File: src/rtl/tlut_prod_drain.sv
// Accumulates SIMD temporal-LUT product windows into result tiles and drains each
// tile row by row over a valid/ready interface. Optional macro: TLUT_DRAIN_SAT_EN.
module tlut_prod_drain #(
   parameter int DIM_A     = 4,
   parameter int DIM_C     = 4,
   parameter int ACC_WIDTH = 12,
   parameter int DIM_B     = 4,
   parameter int OUT_WIDTH = 14,
   localparam int ROW_W    = (DIM_C > 1) ? $clog2(DIM_C) : 1
) (
   input  logic                                       clk,
   input  logic                                       rst,
   input  logic                                       window_done,
   input  logic [DIM_C-1:0][DIM_A-1:0][ACC_WIDTH-1:0] product_in,
   output logic                                       out_valid,
   input  logic                                       out_ready,
   output logic [DIM_A-1:0][OUT_WIDTH-1:0]            out_data,
   output logic [ROW_W-1:0]                           out_row,
   output logic                                       out_last,
   output logic                                       tile_busy,
   output logic                                       overrun
);

   localparam int WIN_W = (DIM_B > 1) ? $clog2(DIM_B) : 1;
   localparam int SUM_W = ACC_WIDTH + $clog2(DIM_B) + 1;
   localparam logic [WIN_W-1:0] LAST_WIN = WIN_W'(DIM_B - 1);
   localparam logic [ROW_W-1:0] LAST_ROW = ROW_W'(DIM_C - 1);
   localparam logic [SUM_W-1:0] OUT_MAX  = {{(SUM_W-OUT_WIDTH){1'b0}}, {OUT_WIDTH{1'b1}}};

   typedef enum logic {IDLE, DRAIN} state_t;

   logic [DIM_C-1:0][DIM_A-1:0][SUM_W-1:0]     acc_q, acc_d, sum;
   logic [DIM_C-1:0][DIM_A-1:0][OUT_WIDTH-1:0] buf_q, buf_d, sum_red;
   logic [WIN_W-1:0]                           win_cnt_q, win_cnt_d;
   state_t                                     state_q, state_d;
   logic [ROW_W-1:0]                           row_q, row_d, row_nxt;
   logic                                       out_valid_q, out_valid_d;
   logic [DIM_A-1:0][OUT_WIDTH-1:0]            out_data_q, out_data_d;
   logic                                       out_last_q, out_last_d;
   logic                                       tile_busy_q, tile_busy_d;
   logic                                       overrun_q, overrun_d;
   logic                                       tile_done, handshake, last_hs, drain_free, load;

   // The first window of a tile ignores stale accumulator contents, so no clear cycle is needed.
   always_comb begin
      for (int c = 0; c < DIM_C; c++) begin
         for (int a = 0; a < DIM_A; a++) begin
            sum[c][a] = ((win_cnt_q == '0) ? '0 : acc_q[c][a]) + SUM_W'(product_in[c][a]);
`ifdef TLUT_DRAIN_SAT_EN
            sum_red[c][a] = (sum[c][a] > OUT_MAX) ? OUT_MAX[OUT_WIDTH-1:0] : sum[c][a][OUT_WIDTH-1:0];
`else
            sum_red[c][a] = sum[c][a][OUT_WIDTH-1:0];
`endif
         end
      end
   end

   always_comb begin
      tile_done  = window_done && (win_cnt_q == LAST_WIN);
      handshake  = out_valid_q && out_ready;
      last_hs    = handshake && (row_q == LAST_ROW);
      // A tile finishing on the same cycle the last row leaves sees the drain as free.
      drain_free = (state_q == IDLE) || last_hs;
      load       = tile_done && drain_free;
      row_nxt    = row_q + ROW_W'(1);

      acc_d       = acc_q;
      win_cnt_d   = win_cnt_q;
      buf_d       = buf_q;
      state_d     = state_q;
      row_d       = row_q;
      out_valid_d = out_valid_q;
      out_data_d  = out_data_q;
      out_last_d  = out_last_q;
      tile_busy_d = tile_busy_q;
      overrun_d   = overrun_q || (tile_done && !drain_free);

      if (window_done) begin
         acc_d     = sum;
         win_cnt_d = tile_done ? '0 : win_cnt_q + WIN_W'(1);
      end

      if (load) begin
         buf_d       = sum_red;
         state_d     = DRAIN;
         row_d       = '0;
         out_valid_d = 1'b1;
         out_data_d  = sum_red[0];
         out_last_d  = (DIM_C == 1);
         tile_busy_d = 1'b1;
      end else if (state_q == DRAIN && handshake) begin
         if (last_hs) begin
            state_d     = IDLE;
            row_d       = '0;
            out_valid_d = 1'b0;
            out_last_d  = 1'b0;
            tile_busy_d = 1'b0;
         end else begin
            row_d      = row_nxt;
            out_data_d = buf_q[row_nxt];
            out_last_d = (row_nxt == LAST_ROW);
         end
      end
   end

   always_ff @(posedge clk or posedge rst) begin
      if (rst) begin
         acc_q       <= '0;
         win_cnt_q   <= '0;
         buf_q       <= '0;
         state_q     <= IDLE;
         row_q       <= '0;
         out_valid_q <= 1'b0;
         out_data_q  <= '0;
         out_last_q  <= 1'b0;
         tile_busy_q <= 1'b0;
         overrun_q   <= 1'b0;
      end else begin
         acc_q       <= acc_d;
         win_cnt_q   <= win_cnt_d;
         buf_q       <= buf_d;
         state_q     <= state_d;
         row_q       <= row_d;
         out_valid_q <= out_valid_d;
         out_data_q  <= out_data_d;
         out_last_q  <= out_last_d;
         tile_busy_q <= tile_busy_d;
         overrun_q   <= overrun_d;
      end
   end

   assign out_valid = out_valid_q;
   assign out_data  = out_data_q;
   assign out_row   = row_q;
   assign out_last  = out_last_q;
   assign tile_busy = tile_busy_q;
   assign overrun   = overrun_q;

endmodule

File: config.mk
export PLATFORM = sky130hd
export DESIGN_NAME = tlut_prod_drain
export DESIGN_NICKNAME = d
export VERILOG_FILES = /design/src/rtl/tlut_prod_drain.sv
export SDC_FILE = /design/constraint.sdc
export NUM_CORES = 2
export LEC_CHECK = 0
export ABC_AREA = 0
export CORE_ASPECT_RATIO = 1.4
export CORE_MARGIN = 3
export CORE_UTILIZATION = 59
export CTS_CLUSTER_SIZE = 14
export DETAILED_ROUTE_END_ITERATION = 10
export PLACE_DENSITY_LB_ADDON = 0.2
export SETUP_SLACK_MARGIN = 0.3
export SLEW_MARGIN = 20
export SYNTH_ARGS = -nofsm -noshare
export SYNTH_HDL_FRONTEND = slang
export SYNTH_SLANG_ARGS = --single-unit
File: constraint.sdc
create_clock -name clk -period 22.6 [get_ports clk]
set_input_delay 4.52 -clock clk [delete_from_list [all_inputs] [get_ports clk]]
set_output_delay 4.52 -clock clk [all_outputs]
set_load 0.005 [all_outputs]
==> run summary <==
The run finished with clean final reports. Once detailed placement completed, the half-perimeter wirelength came to 62,800 µm. The worst register-to-register path has a setup slack of 18,340 ps.

For this block, the routed nets add up to 86,700 µm of wire. The synthesized-area fraction occupied by adder cells was 0.0900; the post-layout instance count excluding filler cells was 4,022. The complex-gate fraction of the synthesized area was 0.130; the internal power was 3.40 mW.

The tools report the share of power burned in registers as 0.288. The number of enable flip-flop cells after synthesis is 0, and the setup-violating endpoint count in the final report is 0. For this design the top-level I/O count stands at 258.

The synthesized net count is 3,544. After synthesis the netlist holds a flip-flop and latch count of 511. The average size of a mapped cell was 9.82 µm²; the final cell area excluding filler cells was 35,700 µm². The number of placed instances, taps included, is 3,933.

The tree is rooted in a sky130_fd_sc_hd__clkbuf_16. In this run the core area contains 98 standard-cell rows. The tool flagged a number of max-cap violations equal to 0.

The clock drives 511 sinks. Worst hold path class: flop to flop. The library cells used most frequently in the layout, excluding fill and tap cells, are sky130_fd_sc_hd__dfrtp_1, sky130_fd_sc_hd__nand2_1, sky130_fd_sc_hd__clkdlybuf4s50_1, sky130_fd_sc_hd__nor2b_1, sky130_fd_sc_hd__nor2_1.

For the final routed database, the setup TNS stands at 0 ps. The logs give 51,400 µm² for the placeable core region and 0.0987 mV for the maximum VDD drop. The via count of the first global-routing pass came out at 24.8k. Cell type contributing the most total cell area after synthesis: sky130_fd_sc_hd__dfrtp_1. The xor and xnor fraction of the mapped netlist area was 0.0492.

The number of clock buffers added by TritonCTS is 50. The setup path with the least slack is of type primary input to flop. The share of Yosys cell area claimed by the top area cell type was 0.415; the hold-critical path depth was 2.

Number of antenna violations at the first check in global routing: 0. The first TritonRoute pass finished after 6 iterations. The global routing usage summed across all routing layers was 0.315.

For the clock power share, the log shows 0.156. After synthesis, the largest family of logic cells by area is simple AND/OR/NAND/NOR gates. The combinational fraction of design power was 0.555.

The area of the die was 55,000 µm². Relative to the synthesized area, the layout overhead comes to 15.9%. Hold timing on the final database bottoms out at a slack of 481 ps. STA classifies the critical path startpoint as a primary input.

For the largest net degree at the start of global routing, the log shows 180. Across all layers, the routed design uses 24.4k vias. For this run, design rule violations remaining after detail routing come to 0. The element type at the critical path end is a flop. The starting density of the core is 0.599, and the worst clock skew is 14.6 ps.

The number of port buffers was 257; the first-pass GRT wire length was 136,000 µm. TritonCTS built the clock tree. The cell count after synthesis came out at 3,136. The analysis attributes to cell leakage a power of 16.5 nW. The largest fanout on the critical path works out to 90.

The commonest register cell after synthesis was sky130_fd_sc_hd__dfrtp_1. In this run the post-CTS setup repair buffer count came out at 0. The overall die width is 199 µm.

In the final routed layout, each cell accounts on average for 21.5 µm. After the first detailed-routing iteration, the DRC count stood at 1,718. Yosys attributes the largest share of cell area to sky130_fd_sc_hd__dfrtp_1, sky130_fd_sc_hd__ha_1, sky130_fd_sc_hd__mux2_2.

The endpoint arrival time on the critical path is 7740 ps. In this run the remaining antenna-violating nets after routing total 0. The area of the mapped netlist was 30,800 µm². The run gives 3,743 as the net total in the final layout. The average via count per standard cell is 6.07, and the share of synthesized flip-flops with an asynchronous set or reset is 1.00. The floorplan die height came out at 276 µm.

The power dissipated by switching net loads came out at 2.47 mW. STA puts the critical path data required time at 23,120 ps. The proportion of total power due to net switching was 0.421.

After clock tree synthesis, the repair step resized 0 gates. Setup repair after global routing left no endpoint under its margin. The clock period could shrink to 7220 ps. The tools report the number of different library cells in the post-synthesis netlist as 67. The power per standard cell area was 164 nW/µm²; the hold violation total from the final report was 0. In this run the number of H-tree levels came out at 2.

Clock latency on the worst-skew pair, taken at its later pin, is 600 ps. Leading cell type in the layout, fill and taps excluded: sky130_fd_sc_hd__dfrtp_1. The share of layout cells above drive strength 1 is 0.112. Prior to clock tree synthesis, the placed netlist has a worst setup slack of 14,780 ps. The number of hold buffers added after cts was 0; the area of placed instances was 33,900 µm². After clock tree synthesis, the clock-pin slew on the worst setup and hold paths is 60 ps. The final clock period utilization by the worst path is 0.319. Fill cells in the final layout number 3,910. The number of pins exceeding their max-slew limit in the final report was 0; the part of the Yosys area used for sequential elements was 0.415. For the pin with the worst max-slew slack, the measured transition is 1170 ps.

For this run, the top clock speed supported by timing is 139 MHz. 0 antenna diodes ended up in the layout. No sink is reached through more buffers than the 3 on the longest clock path. For this run, the number of Yosys warnings is 0. The remaining global-route overflow is 0.

Setup slack closes at 15,380 ps. The relative max-transition margin was 0.217; the worst reg2reg path depth was 13. The post-synthesis share of cell area spent on and, or, nand and nor gates is 0.158. At the end of routability-driven placement, the weighted congestion stood at 0.919.

The share of synthesized area spent on multiplexers came out at 0.124.
## area by class of cell
| cell class | instances | area [µm²] | share of cell area |
|---|---|---|---|
| Multi-Input combinational cell | 2366 | 17100 | 0.478 |
| Sequential cell | 511 | 12800 | 0.358 |
| Timing Repair Buffer | 275 | 2740 | 0.0768 |
| Clock buffer | 70 | 1460 | 0.0409 |
| Tap cell | 650 | 813 | 0.0228 |
| Inverter | 131 | 499 | 0.0140 |
| Clock inverter | 19 | 328 | 0.00918 |
## flip-flops by register name (all words and copies together), names as in the netlist
register   cells
buf_q        224
out_row        2
out_last       1
tile_busy      1
win_cnt_q      2
out_data      56
overrun        1
acc_q        224
## cell families (layout without fill, tap and decap cells)
| family | count (synthesis) | after routing |
|---|---|---|
| AND/OR/NAND/NOR | 1064 | 1064 |
| AO/OA/AOI/OAI | 628 | 628 |
| flip-flops | 511 | 511 |
| multiplexers | 289 | 289 |
| buffers and inverters | 259 | 495 |
| adder cells (fa/ha/maj) | 212 | 212 |
| XOR/XNOR | 173 | 173 |
## synthesized netlist by cell type (5+ instances only)
cell type                   number
sky130_fd_sc_hd__o221ai_1        9
sky130_fd_sc_hd__or4_1           7
sky130_fd_sc_hd__a21oi_1       158
sky130_fd_sc_hd__o31ai_2         7
sky130_fd_sc_hd__nand2_1       488
sky130_fd_sc_hd__o2bb2ai_1       7
sky130_fd_sc_hd__nand2b_1       39
sky130_fd_sc_hd__o22ai_1        17
sky130_fd_sc_hd__xor2_1         53
sky130_fd_sc_hd__dfrtp_1       511
sky130_fd_sc_hd__a21o_1         73
sky130_fd_sc_hd__o21ai_0       167
sky130_fd_sc_hd__buf_2          17
sky130_fd_sc_hd__nor2_1        210
sky130_fd_sc_hd__nand4_1         9
sky130_fd_sc_hd__a211oi_1       11
sky130_fd_sc_hd__ha_1          196
sky130_fd_sc_hd__mux2i_1        44
sky130_fd_sc_hd__o21bai_1       11
sky130_fd_sc_hd__mux2_2        189
sky130_fd_sc_hd__o2111ai_1       6
sky130_fd_sc_hd__a22oi_1        17
sky130_fd_sc_hd__o311a_1        11
sky130_fd_sc_hd__xnor2_1       120
sky130_fd_sc_hd__nor2b_1       218
sky130_fd_sc_hd__o31ai_1         8
sky130_fd_sc_hd__o31a_1         16
sky130_fd_sc_hd__fa_1           16
sky130_fd_sc_hd__buf_1          20
sky130_fd_sc_hd__mux4_2         56
sky130_fd_sc_hd__clkbuf_1       90
sky130_fd_sc_hd__or2_2          10
sky130_fd_sc_hd__and2_1          5
sky130_fd_sc_hd__nor3_1         25
sky130_fd_sc_hd__or3_1           7
sky130_fd_sc_hd__o21a_1         44
sky130_fd_sc_hd__inv_1         130
sky130_fd_sc_hd__and2b_1         7
sky130_fd_sc_hd__o211ai_1        8
sky130_fd_sc_hd__a31oi_1        19
sky130_fd_sc_hd__nand3_1        26
## critical path: stages
cell and delay [ps]:
sky130_fd_sc_hd__clkdlybuf4s50_1 580, sky130_fd_sc_hd__nand2_1 140, sky130_fd_sc_hd__nand2_1 110, sky130_fd_sc_hd__nand2_4 390, sky130_fd_sc_hd__buf_4 670, sky130_fd_sc_hd__buf_4 770, sky130_fd_sc_hd__nor4_1 120, sky130_fd_sc_hd__a31oi_1 180
sky130_fd_sc_hd__nand3_1 90, sky130_fd_sc_hd__nor2_1 100
## layer usage
metal | part of all wire | track usage | vias to the layer above
li1 | - | - | 11243
met1 | 0.42 | 0.441 | 12169
met2 | 0.48 | 0.512 | 858
met3 | 0.068 | 0.0406 | 157
met4 | 0.037 | 0.105 | 0
met5 | 0 | 0 | -
## power by group through the flow
stage	Clock (mW)	Sequential, mW	Combinational [mW]
after global placement	0	1.67	3.10
after detailed placement	0	1.69	3.21
final	0.918	1.69	3.26
after global routing	0.965	1.74	3.58
after floorplan	0	1.55	2.38
after CTS	0.929	1.68	3.24
## worst paths after layout
path | startpoint | endpoint
worst min-delay path | buf_q[181] | buf_q[181]
max in group asynchronous | rst | acc_q[109]
worst max register to register | win_cnt_q[0] | buf_q[180]
worst max-delay path | out_ready | out_data[54]
min in group asynchronous | rst | acc_q[6]
worst min register to register | buf_q[181] | buf_q[181]
## stage by stage
step / util / total power [mW]
5_1_grt: 0.695 / 6.28
4_1_cts: 0.695 / 5.85
2_1_floorplan: - / 3.92
6_report: 0.695 / 5.87
3_5_place_dp: 0.660 / 4.90
3_3_place_gp: 0.660 / 4.77
Note: power is estimated with default switching activity, not from simulation.
